## config.mk

```make
export PLATFORM = sky130hd
export DESIGN_NAME = uio_serial_tx
export DESIGN_NICKNAME = d
export VERILOG_FILES = /design/src/rtl/uio_serial_pkg.sv /design/src/rtl/uio_tx_bit_timer.sv /design/src/rtl/uio_serial_tx.sv
export SDC_FILE = /design/constraint.sdc
export NUM_CORES = 1
export LEC_CHECK = 0
export CELL_PAD_IN_SITES_DETAIL_PLACEMENT = 0
export CELL_PAD_IN_SITES_GLOBAL_PLACEMENT = 1
export CORE_MARGIN = 1.5
export CORE_UTILIZATION = 30
export DETAILED_ROUTE_END_ITERATION = 12
export PLACE_DENSITY = 0.79
export SLEW_MARGIN = 40
export SYNTH_ARGS = -nofsm -noshare
export SYNTH_HDL_FRONTEND = slang
export SYNTH_HIERARCHICAL = 1
export SYNTH_SLANG_ARGS = --single-unit
```

## constraint.sdc

```tcl
create_clock -name clk -period 3.9 [get_ports clk]
set_clock_uncertainty 0.05 [all_clocks]
set_input_delay 1.17 -clock clk [delete_from_list [all_inputs] [get_ports clk]]
set_output_delay 1.17 -clock clk [all_outputs]
set_load 0.005 [all_outputs]
```

## src/rtl/uio_serial_pkg.sv

```systemverilog
// Shared types and pin map for the uio serial transmitter.
// Pin indices refer to positions within uio_out / uio_oe.
package uio_serial_pkg;

  typedef enum logic [1:0] {
    IDLE  = 2'd0,
    SHIFT = 2'd1,
    GAP   = 2'd2
  } state_t;

  localparam int SDATA_BIT = 0;
  localparam int SCLK_BIT  = 1;
  localparam int FRAME_BIT = 2;
  localparam int BUSY_BIT  = 3;

  localparam logic [7:0] OE_MASK_DEFAULT = 8'h0F;

endpackage

```

## src/rtl/uio_tx_bit_timer.sv

```systemverilog
// Per-bit clock divider: counts 0..CLK_DIV-1 while enabled.
// Emits the sclk-high half indicator and a wrap strobe on the last count.
module uio_tx_bit_timer #(
  parameter int CLK_DIV = 4,
  parameter int DIV_W   = $clog2(CLK_DIV)
) (
  input  logic             clk,
  input  logic             rst,
  input  logic             en,
  input  logic             clr,
  output logic [DIV_W-1:0] div_cnt,
  output logic             half,
  output logic             wrap
);

  localparam logic [DIV_W-1:0] LAST   = DIV_W'(CLK_DIV - 1);
  localparam logic [DIV_W-1:0] HALF_V = DIV_W'(CLK_DIV / 2);

  always_ff @(posedge clk) begin
    if (rst || clr)   div_cnt <= '0;
    else if (en)      div_cnt <= (div_cnt == LAST) ? '0 : div_cnt + 1'b1;
  end

  assign half = (div_cnt >= HALF_V);
  assign wrap = en && (div_cnt == LAST);

endmodule

```

## src/rtl/uio_serial_tx.sv

```systemverilog
// Byte-serial MSB-first transmitter on uio pins: sdata/sclk/frame/busy.
// sdata moves only at the sclk falling point so the receiver samples on sclk rise.
module uio_serial_tx
  import uio_serial_pkg::*;
#(
  parameter int         DATA_W  = 8,
  parameter int         CLK_DIV = 4,
  parameter logic [7:0] OE_MASK = OE_MASK_DEFAULT
) (
  input  logic              clk,
  input  logic              rst,
  input  logic [DATA_W-1:0] tx_data,
  input  logic              tx_valid,
  output logic              tx_ready,
  output logic              tx_done,
  output logic [7:0]        uio_out,
  output logic [7:0]        uio_oe
);

  localparam int DIV_W = $clog2(CLK_DIV);
  localparam int BIT_W = $clog2(DATA_W);
  localparam logic [BIT_W-1:0] LAST_BIT = BIT_W'(DATA_W - 1);

  state_t              state_q, state_d;
  logic [DATA_W-1:0]   shift_q;
  logic [BIT_W-1:0]    bit_cnt_q;
  logic [7:0]          oe_q;
  logic [DIV_W-1:0]    div_cnt;
  logic                half, wrap;
  logic                hs, last_bit;

  assign hs       = tx_valid && tx_ready;
  assign last_bit = (bit_cnt_q == LAST_BIT);

  // Timer idles at zero in IDLE, so the first bit starts with a full period.
  uio_tx_bit_timer #(
    .CLK_DIV (CLK_DIV),
    .DIV_W   (DIV_W)
  ) u_timer (
    .clk     (clk),
    .rst     (rst),
    .en      (state_q != IDLE),
    .clr     (state_q == IDLE),
    .div_cnt (div_cnt),
    .half    (half),
    .wrap    (wrap)
  );

  always_ff @(posedge clk) begin
    if (rst) state_q <= IDLE;
    else     state_q <= state_d;
  end

  always_comb begin
    state_d = state_q;
    unique case (state_q)
      IDLE:    if (hs)              state_d = SHIFT;
      SHIFT:   if (wrap && last_bit) state_d = GAP;
      GAP:     if (wrap)            state_d = IDLE;
      default:                      state_d = IDLE;
    endcase
  end

  always_ff @(posedge clk) begin
    if (rst) begin
      shift_q   <= '0;
      bit_cnt_q <= '0;
      oe_q      <= '0;
    end else begin
      oe_q <= OE_MASK;
      if (state_q == IDLE && hs) begin
        shift_q   <= tx_data;
        bit_cnt_q <= '0;
      end else if (state_q == SHIFT && wrap) begin
        shift_q   <= {shift_q[DATA_W-2:0], 1'b0};
        bit_cnt_q <= last_bit ? '0 : bit_cnt_q + 1'b1;
      end
    end
  end

  always_comb begin
    uio_out            = '0;
    uio_out[SDATA_BIT] = (state_q == SHIFT) && shift_q[DATA_W-1];
    uio_out[SCLK_BIT]  = (state_q == SHIFT) && half;
    uio_out[FRAME_BIT] = (state_q == SHIFT);
    uio_out[BUSY_BIT]  = (state_q != IDLE);
    tx_ready           = (state_q == IDLE) && !rst;
    // GAP is entered with div_cnt at zero, so this marks its first cycle only.
    tx_done            = (state_q == GAP) && (div_cnt == '0);
  end

  assign uio_oe = oe_q;

endmodule

```

# ---- Word-level counts from Yosys, hierarchy flattened
# Index checks and enable logic that the tools add are counted.
# W data, S select, Z words.
dict set report totals {
  word_cells 41
  ramBits 0
  n_memories 0
  register_bits 23
  rom_bits 0
  latch_bits 0
}
dict set report op_classes {
  n_shift 0
  bitwise 0
  eq_ne 7
  addsub 2
  n_mux 9
  magnitude_cmp 1
  multipliers 0
  div 0
  n_reduce_logical 17
}
# cell n
set ops {}
lappend ops {{$mux W8} 2}
lappend ops {{$logic_and A1 B1 Y1} 9}
lappend ops {{$mux W2} 4}
lappend ops {{$pmux W2 S3} 1}
lappend ops {{$eq A2 B2 Y1 const B} 2}
lappend ops {{$logic_not A2 Y1} 2}
lappend ops {{$mux W4} 1}
lappend ops {{$ne A2 B2 Y1 const B} 2}
lappend ops {{$reduce_bool A2 Y1} 2}
lappend ops {{$add A3 B1 Y3 const B} 1}
lappend ops {{$eq A3 B3 Y1 const B} 1}
lappend ops {{$mux W3} 1}
lappend ops {{$reduce_and A3 Y1} 1}
lappend ops {{$add A2 B1 Y2 const B} 1}
lappend ops {{$eq A2 B1 Y1 const B} 1}
lappend ops {{$ge A2 B2 Y1 const B} 1}
lappend ops {{$ne A2 B1 Y1 const B} 1}
lappend ops {{$reduce_or A2 Y1} 1}
lappend ops {{$logic_not A1 Y1} 1}
lappend ops {{$logic_or A1 B1 Y1} 1}

# ---- Depth between registers and ports, before layout
# Gate-level depths: netlist of run 1.
dict set report logic_depth {
  depth_word 5
  depth_mapped 8
  ltp_nobuf 6
}

# ---- Hierarchy
# The synthesis of run 1 kept the hierarchy.
# mod cells_each seq_area_each_um2 area_each_um2 instances
set modules_own_cells {}
lappend modules_own_cells {uio_serial_tx 92 280.3 822.0 1}
lappend modules_own_cells {uio_tx_bit_timer 12 40.0 121.4 1}

# ---- Worst setup path after synthesis of run 1
# Ideal clock, no wire load.
dict set report synth_path {
  path_kind {input-to-output}
  startpoint {input rst}
  endpoint {output tx_ready}
  t_required_ns 2.680
  arrival_ns 1.775
  path_buffers 2
  path_slack_ns 0.905
  path_stages 3
  path_cell_list {buf_2 > buf_1 > nor2_1}
}
dict set report synth_between {
  elab_chain_len 2
}
# item line_no
set synth_lines {}
lappend synth_lines {{start: declaration} uio_serial_tx.sv:11} ;# input logic rst,
lappend synth_lines {{$logic_not A1 Y1} uio_serial_tx.sv:87} ;# tx_ready = (state_q == IDLE) && !rst;
lappend synth_lines {{$logic_and A1 B1 Y1} uio_serial_tx.sv:87}
lappend synth_lines {{end: declaration} uio_serial_tx.sv:14} ;# output logic tx_ready,
# Every way passes these cells.

# ---- Worst setup path after layout of run 1
# Ends and elaborated chain as after synthesis.

==> summary by stage, run 1 <==
Outcome
The run finished with clean final reports.

Layout
The end-of-flow core utilization is 0.3707. The layout has around 330 filler cells. The multi-input combinational cells in the finished layout cover a total of 484.2 sq um. Compared with the post-synthesis result, the final layout area differs by 18.97%. The leading cell type in the layout, fill and taps excluded is sky130_fd_sc_hd__clkdlybuf4s50_1. Across the whole layout, storage elements account for between 300 and 400 sq um.

0 antenna diodes ended up in the layout. The finished cells cover around 1100 sq um. After the flow finishes, the layout carries non-filler instances totaling 161. In the final layout, the share of cells above drive strength 1 is 0.1368. In the layout the commonest cells are 20 x sky130_fd_sc_hd__clkdlybuf4s50_1, 16 x sky130_fd_sc_hd__dfxtp_1, 11 x sky130_fd_sc_hd__nor2_1. At the end of the flow, the number of nets in the layout was between 100 and 150.

Floorplanning
The starting density of the core is 0.3116. The die span in x is 59.08 um. The floorplan row count is 20. During I/O placement, the number of pins put on the boundary was 29.

The core box area is 3028 sq um. The chip height is a little under 60 um. The die covers about 3500 sq um.

Critical path
Along the worst path, the maximum fanout reaches 2. The required time at the endpoint of the critical path is 2680 ps. The length in cells of the worst reg-to-reg path is 6.

The worst setup path is captured at an output pin. In this run the critical register-to-register path is launched from state_q[0]. The launch point of the critical path is rst. The worst setup path is of the primary input to output pin kind. The kind of launch point of the worst setup path is a primary input.

The critical path data arrival time is 2200 ps.

Timing
The number of hold violations in the final report was 0. In the finished design, the share of the clock period the worst path needs comes to 0.8769. Counting I/O delays and the setup requirement, the final critical path takes 3420 ps. The total negative slack is 0 ps. Setup violations remaining at the end of the flow were counted as 0. For the pin with the worst max-slew slack, the measured transition is roughly 740 ps. Setup repair after global routing left no endpoint under its margin.

The worst pin sits at a relative slew slack of 0.5011. Derived from the worst setup path, the maximum achievable clock frequency is ~300 MHz. The final hold slack is about 430 ps. The final max-slew violation count is 0.

Clock network
CTS built an H-tree with a depth of 1. The post-cts gate resize count is 0. The post-CTS repair timing setup buffer count is 0. The tree built by TritonCTS fans out to 16 sinks. Clock tree synthesis selected as its root buffer the cell sky130_fd_sc_hd__clkbuf_4. The clock tree from TritonCTS is yes.

Counting along the longest clock path gives a buffer depth of 2. After clock tree synthesis, the clock-pin slew on the worst setup and hold paths is roughly 90 ps. Clock latency on the worst-skew pair, taken at its later pin, is 280 ps. In this run, post-CTS hold repair placed 0 buffers. The number of clock buffers inserted by TritonCTS is 3.

Logic synthesis
The cell type with the largest total area after synthesis is sky130_fd_sc_hd__dfxtp_1. The share of flip-flops with an asynchronous set or reset after synthesis is 0. The portion of the post-synthesis area used by sequential elements is 0.3395. Yosys mapped a number of flops with a built-in enable equal to 0. In this run, synthesis produced a sequential element count of 16. The most instantiated flip-flop cell in the synthesis netlist is sky130_fd_sc_hd__dfxtp_1.

Yosys printed 6 warnings. The average instance area after synthesis is between 9 and 10 sq um. The synthesized netlist cell count is 104. Ranked by total cell area, the synthesized netlist is headed by sky130_fd_sc_hd__dfxtp_1 34%, sky130_fd_sc_hd__a311oi_2 11%, sky130_fd_sc_hd__buf_4 9.5%, sky130_fd_sc_hd__ha_1 5.3%, sky130_fd_sc_hd__nand3_1 4.8%. Of the post-synthesis cell area, the dominant cell type holds 0.3395. In this run the cell area of the synthesized design comes to approximately 940 sq um. The netlist uses 32 different library cells.

Detailed routing
The remaining routing DRC violations is 0. The routed design has about 1.7 mm of wire. The via count normalized by instance count is 4.447. The starting DRC count in detailed routing is 19. The number of optimization iterations in the first detailed-route pass is 4. The per-cell routed wire length is ~11 um. The detail route stage leaves a number of antenna-violating nets equal to 0. The routed via count is roughly 720.

Place
Summing all placed instances gives a cell area of around 1100 sq um. In this run the tool buffered the top-level ports with 20 buffer cells. The congestion estimate from routability-driven global placement came to 0.6643. The number of placed instances, taps included is 157. The sum of net half-perimeters after detailed placement is about 1.2 mm.

Worst hold path
The class of the tightest hold or removal check is register to register. The launch instance of the worst min-delay path is shift_q[0]. The worst hold path passes through 2 cells.

Global routing
The number of global-route vias before repair is between 600 and 700. The largest net degree at the start of global routing is 19. The first-pass GRT wire length is around 2.9 mm. The number of antenna violations at the first check in global routing is 0. The total global-route track usage is 0.1124. The remaining global-route overflow is 0.

Power and ir drop
Power spread over the standard cell area amounts to ~300 nW/um^2. IR analysis of the VDD net gives a maximum drop of roughly 0.000085 V. The static leakage is between 0.0004 and 0.0005 uW.

Job
The tool flagged a number of max-cap violations equal to 0.
-- layout make-up --
cell class	instances	share of cell area
clock buffer	4	0.03233
timing repair buffer	22	0.1917
inverter	3	0.01003
tap	44	0.04905
sequential	16	0.2854
multi-input combinational	72	0.4314
-- per-stage QoR --
stage	worst slack (ps)	total power [uW]
after floorplan	904.5	219.1
after global placement	492.8	230.2
after detailed placement	474.4	231.6
after CTS	473.2	342.3
after global routing	465.6	355.3
final	480.1	337.6
-- power by group --
group          internal [uW]  switching, uW
combinational           28.6           22.9
sequential               170           5.44
clock                   56.8           53.4
-- sequential cells by signal, summed over array words and instances, names as in the netlist --
signal and flops:
state_q 2, u_timer/div_cnt 2, uio_oe 1, bit_cnt_q 3
shift_q 8
-- critical path, stage by stage --
cell and delay (ps):
sky130_fd_sc_hd__clkdlybuf4s50_1 420, sky130_fd_sc_hd__nor2_1 100, sky130_fd_sc_hd__clkdlybuf4s50_1 510
-- cells by family (layout without fill, tap and decap cells) --
family | count (synthesis) | in the layout | synth area share
adder cells (fa/ha/maj) | 4 | 4 | 0.05305
flip-flops | 16 | 16 | 0.3395
other | 1 | 8 | 0.003975
AND/OR/NAND/NOR | 45 | 45 | 0.2480
AO/OA/AOI/OAI | 13 | 13 | 0.1591
multiplexers | 2 | 2 | 0.02122
buffers and inverters | 23 | 29 | 0.1751
-- Yosys cell counts (2+ instances only) --
master	n
sky130_fd_sc_hd__nor2_1	11
sky130_fd_sc_hd__nand2_1	9
sky130_fd_sc_hd__buf_2	2
sky130_fd_sc_hd__buf_4	12
sky130_fd_sc_hd__nor4b_1	2
sky130_fd_sc_hd__dfxtp_1	16
sky130_fd_sc_hd__mux2i_1	2
sky130_fd_sc_hd__ha_1	4
sky130_fd_sc_hd__a311oi_2	7
sky130_fd_sc_hd__clkbuf_1	2
sky130_fd_sc_hd__nor3_1	3
sky130_fd_sc_hd__and2_1	3
sky130_fd_sc_hd__nand3_1	9
sky130_fd_sc_hd__inv_1	3
sky130_fd_sc_hd__buf_6	2
-- final timing paths --
kind	to	slack, ps
max reg2reg	bit_cnt_q[0]	1510
min	shift_q[0]	430
min reg2reg	shift_q[0]	430
max	tx_ready	480
-- per-layer routing --
layer / GRT usage / up-vias / routed length, um
met5: 0 / - / 0
met4: 0.07468 / 0 / 27
met3: 0.02838 / 2 / 86
met2: 0.1683 / 19 / 818
met1: 0.1419 / 329 / 815
li1: - / 366 / -
(Power assumes the default switching activity.)
==> run 2, diff against run 1 <==
- CTS_CLUSTER_SIZE: default -> 8
==> results of run 2 <==
Same layout as run 1: the final DEF is identical, and so are final timing and power.
==> run 3, diff against run 2 <==
- CAP_MARGIN: default -> 10
==> results of run 3 <==
Same layout as run 1: the final DEF is identical, and so are final timing and power.
